[src/rtl/image_pkg.sv]
// Shared definitions for the line-buffer image path: feeder state encoding, width helper, common defaults.
// FEEDER_PAD_LINES_EN adds the PAD/PAD_WAIT states to the encoding.
package image_pkg;

    localparam int PIXEL_WIDTH_DEF = 8;
    localparam int LINE_WIDTH_DEF  = 512;

    typedef enum logic [2:0] {
        IDLE     = 3'd0,
        SEND     = 3'd1,
        WAIT     = 3'd2,
`ifdef FEEDER_PAD_LINES_EN
        DRAIN    = 3'd3,
        PAD      = 3'd4,
        PAD_WAIT = 3'd5
`else
        DRAIN    = 3'd3
`endif
    } feeder_state_e;

    // Bits needed to hold a counter running 0..n-1, never less than one.
    function automatic int cnt_width(input int n);
        return (n <= 2) ? 1 : $clog2(n);
    endfunction

endpackage

[src/rtl/line_credit_counter.sv]
// Line credit counter: load to BUFFER_COUNT, +1 per returned line, -1 per issued line, saturating at both ends.
module line_credit_counter #(
    parameter int BUFFER_COUNT = 4,
    parameter int CRED_WIDTH   = $clog2(BUFFER_COUNT+1)
) (
    input  logic                  i_clk,
    input  logic                  i_rst,
    input  logic                  i_inc,
    input  logic                  i_dec,
    input  logic                  i_load,
    output logic [CRED_WIDTH-1:0] o_count,
    output logic [CRED_WIDTH-1:0] o_count_next
);

    localparam logic [CRED_WIDTH-1:0] CRED_MAX = CRED_WIDTH'(BUFFER_COUNT);

    logic [CRED_WIDTH-1:0] count_q, count_d;

    always_comb begin
        count_d = count_q;
        if (i_load) begin
            count_d = CRED_MAX;
        end else if (i_inc && !i_dec && (count_q != CRED_MAX)) begin
            count_d = count_q + 1'b1;
        end else if (i_dec && !i_inc && (count_q != '0)) begin
            count_d = count_q - 1'b1;
        end
    end

    always_ff @(posedge i_clk or posedge i_rst) begin
        if (i_rst) begin
            count_q <= '0;
        end else begin
            count_q <= count_d;
        end
    end

    assign o_count      = count_q;
    assign o_count_next = count_d;

endmodule

[src/rtl/pixel_line_feeder.sv]
// Credit-gated row-major frame reader feeding the line-buffer controller, one pixel per cycle.
// FEEDER_PAD_LINES_EN appends PAD_LINES zero lines after the frame.
module pixel_line_feeder
    import image_pkg::*;
#(
    parameter int  PIXEL_WIDTH  = PIXEL_WIDTH_DEF,
    parameter int  LINE_WIDTH   = LINE_WIDTH_DEF,
    parameter int  IMAGE_HEIGHT = 512,
    parameter int  BUFFER_COUNT = 4,
    parameter int  PAD_LINES    = 2,
    localparam int ADDR_WIDTH   = $clog2(LINE_WIDTH*IMAGE_HEIGHT),
    localparam int CRED_WIDTH   = $clog2(BUFFER_COUNT+1)
) (
    input  logic                   i_clk,
    input  logic                   i_rst,
    input  logic                   i_start,
    input  logic                   i_intr,
    output logic                   o_mem_rd_en,
    output logic [ADDR_WIDTH-1:0]  o_mem_addr,
    input  logic [PIXEL_WIDTH-1:0] i_mem_data,
    output logic [PIXEL_WIDTH-1:0] o_pixel_data,
    output logic                   o_pixel_data_valid,
    output logic                   o_busy,
    output logic                   o_done
);

    localparam int PIX_W  = cnt_width(LINE_WIDTH);
    localparam int LINE_W = cnt_width(IMAGE_HEIGHT);

    // A zero pad count would make the last-pad-line compare wrap.
    if (PAD_LINES < 1) begin : g_pad_lines_check
        $error("PAD_LINES must be at least 1");
    end

    feeder_state_e          state_q;
    logic [ADDR_WIDTH-1:0]  addr_q;
    logic [PIX_W-1:0]       pix_q;
    logic [LINE_W-1:0]      line_q;
    logic                   rd_en_q;
    logic                   v1_q;
    logic [PIXEL_WIDTH-1:0] pixel_q;
    logic                   valid_q;
    logic                   busy_q;
    logic                   done_q;

    logic                   issuing, last_pix, last_line;
    logic                   start_acc, cred_inc, cred_dec;
    logic [CRED_WIDTH-1:0]  cred_q, cred_d;

`ifdef FEEDER_PAD_LINES_EN
    localparam int PADL_W = cnt_width(PAD_LINES);
    logic              pad_iss_q;
    logic              pad1_q;
    logic [PADL_W-1:0] pad_line_q;
    assign issuing = rd_en_q | pad_iss_q;
`else
    assign issuing = rd_en_q;
`endif

    assign last_pix  = issuing && (pix_q == PIX_W'(LINE_WIDTH-1));
    assign last_line = (line_q == LINE_W'(IMAGE_HEIGHT-1));
    assign start_acc = (state_q == IDLE) && i_start;
    assign cred_inc  = i_intr && (state_q != IDLE);
    assign cred_dec  = last_pix;

    line_credit_counter #(
        .BUFFER_COUNT(BUFFER_COUNT),
        .CRED_WIDTH  (CRED_WIDTH)
    ) u_credit (
        .i_clk       (i_clk),
        .i_rst       (i_rst),
        .i_inc       (cred_inc),
        .i_dec       (cred_dec),
        .i_load      (start_acc),
        .o_count     (cred_q),
        .o_count_next(cred_d)
    );

    always_ff @(posedge i_clk or posedge i_rst) begin
        if (i_rst) begin
            state_q <= IDLE;
            addr_q  <= '0;
            pix_q   <= '0;
            line_q  <= '0;
            rd_en_q <= 1'b0;
            v1_q    <= 1'b0;
            pixel_q <= '0;
            valid_q <= 1'b0;
            busy_q  <= 1'b0;
            done_q  <= 1'b0;
`ifdef FEEDER_PAD_LINES_EN
            pad_iss_q  <= 1'b0;
            pad1_q     <= 1'b0;
            pad_line_q <= '0;
`endif
        end else begin
            done_q  <= 1'b0;
            v1_q    <= issuing;
            valid_q <= v1_q;
`ifdef FEEDER_PAD_LINES_EN
            pad1_q <= pad_iss_q;
            if (v1_q) pixel_q <= pad1_q ? '0 : i_mem_data;
`else
            if (v1_q) pixel_q <= i_mem_data;
`endif
            if (issuing) pix_q <= last_pix ? '0 : pix_q + 1'b1;
            // Address stays on the last pixel of the frame until the next start.
            if (rd_en_q && !(last_pix && last_line)) addr_q <= addr_q + 1'b1;

            case (state_q)
                IDLE: begin
                    if (i_start) begin
                        state_q <= SEND;
                        rd_en_q <= 1'b1;
                        busy_q  <= 1'b1;
                        addr_q  <= '0;
                        line_q  <= '0;
                        pix_q   <= '0;
`ifdef FEEDER_PAD_LINES_EN
                        pad_line_q <= '0;
`endif
                    end
                end
                SEND: begin
                    if (last_pix) begin
                        if (last_line) begin
                            rd_en_q <= 1'b0;
`ifdef FEEDER_PAD_LINES_EN
                            if (cred_d != '0) begin
                                state_q   <= PAD;
                                pad_iss_q <= 1'b1;
                            end else begin
                                state_q <= PAD_WAIT;
                            end
`else
                            state_q <= DRAIN;
`endif
                        end else begin
                            line_q <= line_q + 1'b1;
                            if (cred_d == '0) begin
                                rd_en_q <= 1'b0;
                                state_q <= WAIT;
                            end
                        end
                    end
                end
                WAIT: begin
                    if (cred_q != '0) begin
                        state_q <= SEND;
                        rd_en_q <= 1'b1;
                    end
                end
`ifdef FEEDER_PAD_LINES_EN
                PAD: begin
                    if (last_pix) begin
                        if (pad_line_q == PADL_W'(PAD_LINES-1)) begin
                            pad_iss_q <= 1'b0;
                            state_q   <= DRAIN;
                        end else begin
                            pad_line_q <= pad_line_q + 1'b1;
                            if (cred_d == '0) begin
                                pad_iss_q <= 1'b0;
                                state_q   <= PAD_WAIT;
                            end
                        end
                    end
                end
                PAD_WAIT: begin
                    if (cred_q != '0) begin
                        state_q   <= PAD;
                        pad_iss_q <= 1'b1;
                    end
                end
`endif
                DRAIN: begin
                    // Last pixel is in the output register now; done lands the cycle after it.
                    if (!v1_q) begin
                        done_q  <= 1'b1;
                        busy_q  <= 1'b0;
                        state_q <= IDLE;
                    end
                end
                default: begin
                    state_q <= IDLE;
                    rd_en_q <= 1'b0;
                    busy_q  <= 1'b0;
                end
            endcase
        end
    end

    assign o_mem_rd_en        = rd_en_q;
    assign o_mem_addr         = addr_q;
    assign o_pixel_data       = pixel_q;
    assign o_pixel_data_valid = valid_q;
    assign o_busy             = busy_q;
    assign o_done             = done_q;

endmodule

[config.mk]
export PLATFORM = sky130hd
export DESIGN_NAME = pixel_line_feeder
export DESIGN_NICKNAME = d
export VERILOG_FILES = /design/src/rtl/image_pkg.sv /design/src/rtl/line_credit_counter.sv /design/src/rtl/pixel_line_feeder.sv
export SDC_FILE = /design/constraint.sdc
export NUM_CORES = 1
export LEC_CHECK = 0
export ABC_AREA = 1
export BUFFER_PORTS_ARGS = -buffer_cell sky130_fd_sc_hd__buf_2
export CORE_ASPECT_RATIO = 1.2
export CORE_MARGIN = 2
export CORE_UTILIZATION = 45
export CTS_BUF_LIST = sky130_fd_sc_hd__clkbuf_16
export CTS_CLUSTER_DIAMETER = 120
export DETAILED_ROUTE_END_ITERATION = 7
export HOLD_SLACK_MARGIN = 0.15
export PLACE_DENSITY = 0.69
export RECOVER_POWER = 50
export SETUP_SLACK_MARGIN = 0.15
export SLEW_MARGIN = 20
export SYNTH_ARGS = -nofsm -noshare
export SYNTH_HDL_FRONTEND = slang
export SYNTH_SLANG_ARGS = --single-unit
export TNS_END_PERCENT = 5
[constraint.sdc]
create_clock -name i_clk -period 2.2 [get_ports i_clk]
set_input_delay 0.22 -clock i_clk [delete_from_list [all_inputs] [get_ports i_clk]]
set_output_delay 0.22 -clock i_clk [all_outputs]
set_load 0.02 [all_outputs]
Word-level counts from Yosys, hierarchy flattened
Cells that the tools add are included.

cells by class
  reductions and logical operators = 22
  mux-type cells = 31
  eq/ne operators = 12
  add/subtract/negate cells = 5
  bitwise operators = 2

operators by type and width
  operator                                                                number
  9-bit two-way mux                                                       7
  18-bit two-way mux                                                      3
  3-bit two-way mux                                                       9
  18-bit by 1-bit adder with 18-bit output (second input constant)        1
  9-bit by 1-bit adder with 9-bit output (second input constant)          2
  9-bit equality test (second input constant)                             2
  9-bit case mux with 2 select lines                                      1
  3-bit case mux with 4 select lines                                      1
  2-bit != test (second input constant)                                   5
  5-bit AND reduction                                                     2
  1-bit logical AND                                                       9
  1-bit two-way mux                                                       8
  3-bit by 2-bit equality test with 1-bit output (second input constant)  2
  3-bit zero test                                                         2
  3-bit != test (second input constant)                                   2
  3-bit nonzero test                                                      2
  1-bit case mux with 4 select lines                                      1
  4-bit AND reduction                                                     1
  3-bit by 1-bit adder with 3-bit output (second input constant)          1
  3-bit by 1-bit equality test with 1-bit output (second input constant)  1
  1-bit zero test                                                         3
  1-bit case mux with 3 select lines                                      1
  3-bit AND reduction                                                     1
  3-bit by 1-bit subtractor with 3-bit output (second input constant)     1
  3 further kinds                                                         4

word-level totals
  flip-flop bits (word level) = 55
  input port bits = 12
  logic and storage cells = 83

Depth between registers and ports, before layout
  word-level depth = 13
  depth in mapped cells = 17
  depth with buffers taken out = 17

Hierarchy
From an unflattened synthesis, not the netlist that was laid out.

unflattened totals
  cell total of the unflattened synthesis = 366
  area total of the unflattened synthesis = 3022.9 um2

modules (own cells, without submodules)
  module               area each (um2)  instances  cells an instance
  pixel_line_feeder    2717.6           1          325
  line_credit_counter  305.3            1          41

Worst setup path after synthesis
OpenSTA, ideal clock, no wires.

  path kind = register to register
  from = register pix_q[1]
  to = register state_q[0]
  buffers on the path = 0
  data arrival time = 1.829 ns
  setup time = 0.117 ns
  data required time = 2.083 ns
  cell stages (with the launch flop) = 18
  period minus slack after synthesis = 1.946 ns
  path slack = 0.254 ns
  cell sequence = dfrtp_1 -> ha_1 -> nand2_1 -> nor4_1 -> ha_1 -> nand2_4 -> inv_2 -> nand3_4 -> nand2_2 -> nand2_1 -> nand2_1 -> nand2_1 -> nor2_2 -> nand2_1 -> nand2_2 -> nand2_1 -> nand2_1 -> nand2_1

on the way
  word-level cells in the longest chain between the ends = 10

RTL lines
  item                                                    line                                                  source
  start, declared                                         pixel_line_feeder.sv:37                               logic [PIX_W-1:0] pix_q;
  start signal, assigned                                  pixel_line_feeder.sv:106                              if (issuing) pix_q <= last_pix ? '0 : pix_q + 1'b1;
  9-bit equality test (*)                                 pixel_line_feeder.sv:60                               assign last_pix = issuing && (pix_q == PIX_W'(LINE_WIDTH-1));
  1-bit logical AND (*)                                   pixel_line_feeder.sv:60
  1-bit logical AND or 1-bit zero test (tied branches)    line_credit_counter.sv:25, line_credit_counter.sv:23
  1-bit logical AND, on equally long branches             line_credit_counter.sv:25, line_credit_counter.sv:23
  3-bit two-way mux or 1-bit logical AND (tied branches)  line_credit_counter.sv:25, line_credit_counter.sv:23
  3-bit two-way mux                                       line_credit_counter.sv:23                             end else if (i_inc && !i_dec && (count_q != CRED_MAX)) begin
  3-bit two-way mux                                       line_credit_counter.sv:21                             if (i_load) begin
  3-bit zero test                                         pixel_line_feeder.sv:140                              if (cred_d == '0) begin
  3-bit != test (no line)                                 --
  5-bit AND reduction (no line) (*)                       --
  end signal, assigned                                    pixel_line_feeder.sv:136                              state_q <= DRAIN;
  end signal, assigned                                    pixel_line_feeder.sv:142                              state_q <= WAIT;
  end signal, assigned                                    pixel_line_feeder.sv:149                              state_q <= SEND;
  end, declared                                           pixel_line_feeder.sv:35                               feeder_state_e state_q;

Mark *: on every way between the ends. The rest lies on a longest branch, timed or not.
A chain may end at the register's enable or synchronous reset.

Worst setup path after layout
Same ends and word-level chain as after synthesis.

==> results.yml <==
logic_synthesis:
  yosysWarnings: 0
  synth_edf_count: 0
  synth.distinct_cells: 38
  yosys_register_bits: 54
  synth.avg_cell_area_um2: 8.65
  async_reset_ff_share_pct: 100
  synth_cells: 335
  synth_flop_cell: "dfrtp_1"
  syn_area_um2: 2900
  yosysSeqAreaShare_pct: 46.7
  synth_fp_nets: 359
finish:
  post-route-util_pct: 55.2
  diodes: 0
  fillers: 625
  multiInputGateArea_um2: 1390
  syn2layout_area_growth_pct: 20.6
  nets: 421
  drive_above_1_share_pct: 20.4
  layout.area.seq_um2: 1350
routing:
  first_pass_iters: 4
  drt_wl_total_um: 6200
  num_vias: 2430
  wire_per_inst_um: 12.8
  drcViolationCount: 0
  ant_nets: 0
  drt_iter0_drc: 93
  avgViaCountPerCell: 5.03
place:
  place_hpwl_um: 4510
  port_buffers: 41
  gp_congestion: 0.808
sta:
  setup_viol: 0
  min_period_over_period_pct: 96.1
  hold_violations: 0
  fin_tns_setup_ns: 0
  min_period_ns: 2.12
  slew_viol_final: 0
  clock.fmax_ghz: 0.473
  fin_skew_ns: 0.00487
  rsz0062_at_grt: "yes"
  whs_ns: 0.156
  max_slew_margin_pct: 27.3
  worst_pin_slew_ns: 1.09
cts:
  cts.sinks: 54
  numCtsBuffers: 5
  h-tree-depth: 2
  insertion_delay_ns: 0.29
  cts_tree: "done"
  cts.clk_slew.worst_paths_ns: 0.07
  cts.path.max_buffers: 2
  clockRootBuffer: "clkbuf_16"
critical_path:
  worst-setup-path-type: "flip-flop to flip-flop"
  start_kind: "flip-flop"
  cp_common_cell: "nand2_1"
  crit_slowest_cell: "dfrtp_1"
  end_kind: "flip-flop"
  cpLargestDelayFamily: "simple AND/OR/NAND/NOR gates"
  path_cells: "ha_4, nand2_4, nor4_4, ha_2, nand2_4, a21oi_2, nand3_1, nand2_1, nand2_1, nand2_1, nor2_2, nand2_1, nand2_2, buf_4, nand3_1, nand2_1"
  crit_fanout: 6
  cp_num_buf_inv: 1
  max_stage_delay_ns: 0.41
  r2r_slack_ns: 0.08
  arrival_ns: 2.30
  critPathRequiredTime_ns: 2.39
floorplanning:
  initial_core_util_pct: 45.8
  die_h_um: 91.9
  core-area_um2: 6330
  io_pins: 42
  rows: 32
  fp.dieW_um: 77.2
  dieArea_um2: 7100
power:
  power.total_w: 0.00386
  p_leak_nw: 1.69
  irDropWorstVdd_uv: 708
  power_density_nw_per_um2: 1110
run_status:
  status: "complete, no violations"
global_route:
  grt_max_degree: 29
  grt_pass1_wl_um: 10800
  grt-ovfl-total: 0
  antenna_found_initial: 0
  grt_pass1_vias: 2401
  grt.total_usage_pct: 18.8
min_path:
  hold_path.class: "input pin to flip-flop"
run:
  drv_cap: 0
-- path summary, 6_finish.rpt --
path,startpoint,end,depth (start not counted)
hold reg to reg,o_pixel_data[7],o_pixel_data[7],1
hold / removal,i_mem_data[1],o_pixel_data[1],2
max in group asynchronous,i_rst,pix_q[7],4
setup / recovery,pix_q[1],state_q[0],16
setup reg to reg,pix_q[1],state_q[0],16
min in group asynchronous,i_rst,o_pixel_data[0],3
-- sequential cells by signal (all words and copies together), names as in the netlist --
register / flops
pix_q: 9
o_busy: 1
state_q: 2
o_done: 1
o_mem_rd_en: 1
o_pixel_data_valid: 1
v1_q: 1
o_mem_addr: 18
u_credit.o_count: 3
line_q: 9
o_pixel_data: 8
-- cell families after synthesis --
logic type | synth area share, %
AOI/OAI and AO/OA | 10.6
xor gates and xnor gates | 1.51
adders and majority gates | 5.18
buffers and inverters | 7.52
DFF | 46.7
muxes | 3.11
and+or+nand+nor | 25.4
-- final cells by class --
cell class,instances,area share [%]
timing repair buffer,59,8.70
clock buffer,5,3.58
multi-input combinational,226,39.9
inverter,51,5.55
sequential,54,38.7
tap,85,3.04
clock inverter,3,0.573
-- stage by stage --
step / instances / setup slack (ns) / cell area (µm²)
4_1_cts: 481 / 0.0711 / 3460
5_1_grt: 483 / -0.151 / 3490
2_1_floorplan: 335 / 0.254 / 2900
6_report: 483 / 0.0847 / 3490
3_5_place_dp: 465 / -0.0155 / 3240
3_3_place_gp: 465 / 0.0236 / 3240
-- what timing repair did --
item / CTS / global route
buffers inserted: 7 / 2
setup endpoints to repair: 14 / 25
hold buffers: 1 / 0
resized for setup: 5 / 16
pin swaps: 5 / 14
endpoints found under the hold margin: 26 / 0
-- report_power, final --
group | internal, W | switching (W) | leakage [nW]
registers | 0.00123 | 0.000242 | 0.709
clock network | 0.000423 | 0.000366 | 0.0679
logic | 0.000595 | 0.00101 | 0.913
total | 0.00225 | 0.00161 | 1.69
-- routing by layer --
| metal | global-route usage [%] | vias to the layer above | share of wire [%] |
|---|---|---|---|
| met5 | 0 | - | 0 |
| met4 | 6.85 | 0 | 1.6 |
| met3 | 3.74 | 7 | 3.0 |
| met2 | 32.9 | 36 | 51 |
| met1 | 22.8 | 1177 | 44 |
| li1 | - | 1210 | - |
-- worst reg2reg max path, cell delays in order, from the launching register on --
cell and delay [ns]:
dfrtp_1 0.41, ha_4 0.17, nand2_4 0.05, nor4_4 0.15, ha_2 0.26, nand2_4 0.10
a21oi_2 0.15, nand3_1 0.09, nand2_1 0.08, nand2_1 0.05, nand2_1 0.07, nor2_2 0.04
nand2_1 0.07, nand2_2 0.07, buf_4 0.14, nand3_1 0.05, nand2_1 0.06
-- cell usage after synthesis (2+ instances only) --
cell type	number	area (µm²)
o21a_1	5	37.5
nor4_1	2	12.5
a21oi_1	25	125
nand3_1	16	80.1
nand2_1	60	225
o21ai_0	15	75.1
dfrtp_1	54	1350
xor2_1	4	35.0
nor3_1	12	60.1
nor2_4	2	22.5
ha_1	12	150
inv_1	48	180
nand2_2	5	31.3
mux2_2	8	90.1
nor2_1	35	131
nor2_2	2	12.5
inv_2	2	7.51
nor3_4	2	32.5
nand3_4	2	35.0
nand2_4	2	22.5
nand3_2	3	30.0
nor3b_1	2	15.0
clkbuf_1	2	7.51
-- cell usage in the layout, fill, tap and decap left out, types with 4 or more instances in the layout --
cell / synthesis / final
a21oi_1: 25 / 24
buf_2: 0 / 12
buf_4: 1 / 16
clkbuf_1: 2 / 29
clkbuf_16: 0 / 5
dfrtp_1: 54 / 54
ha_1: 12 / 9
inv_1: 48 / 47
mux2_2: 8 / 8
nand2_1: 60 / 58
nand2_2: 5 / 5
nand2_4: 2 / 4
nand3_1: 16 / 16
nor2_1: 35 / 33
nor2_2: 2 / 4
nor3_1: 12 / 10
o21a_1: 5 / 5
o21ai_0: 15 / 12
xor2_1: 4 / 4
No activity file was read; power rests on OpenSTA's default activity.
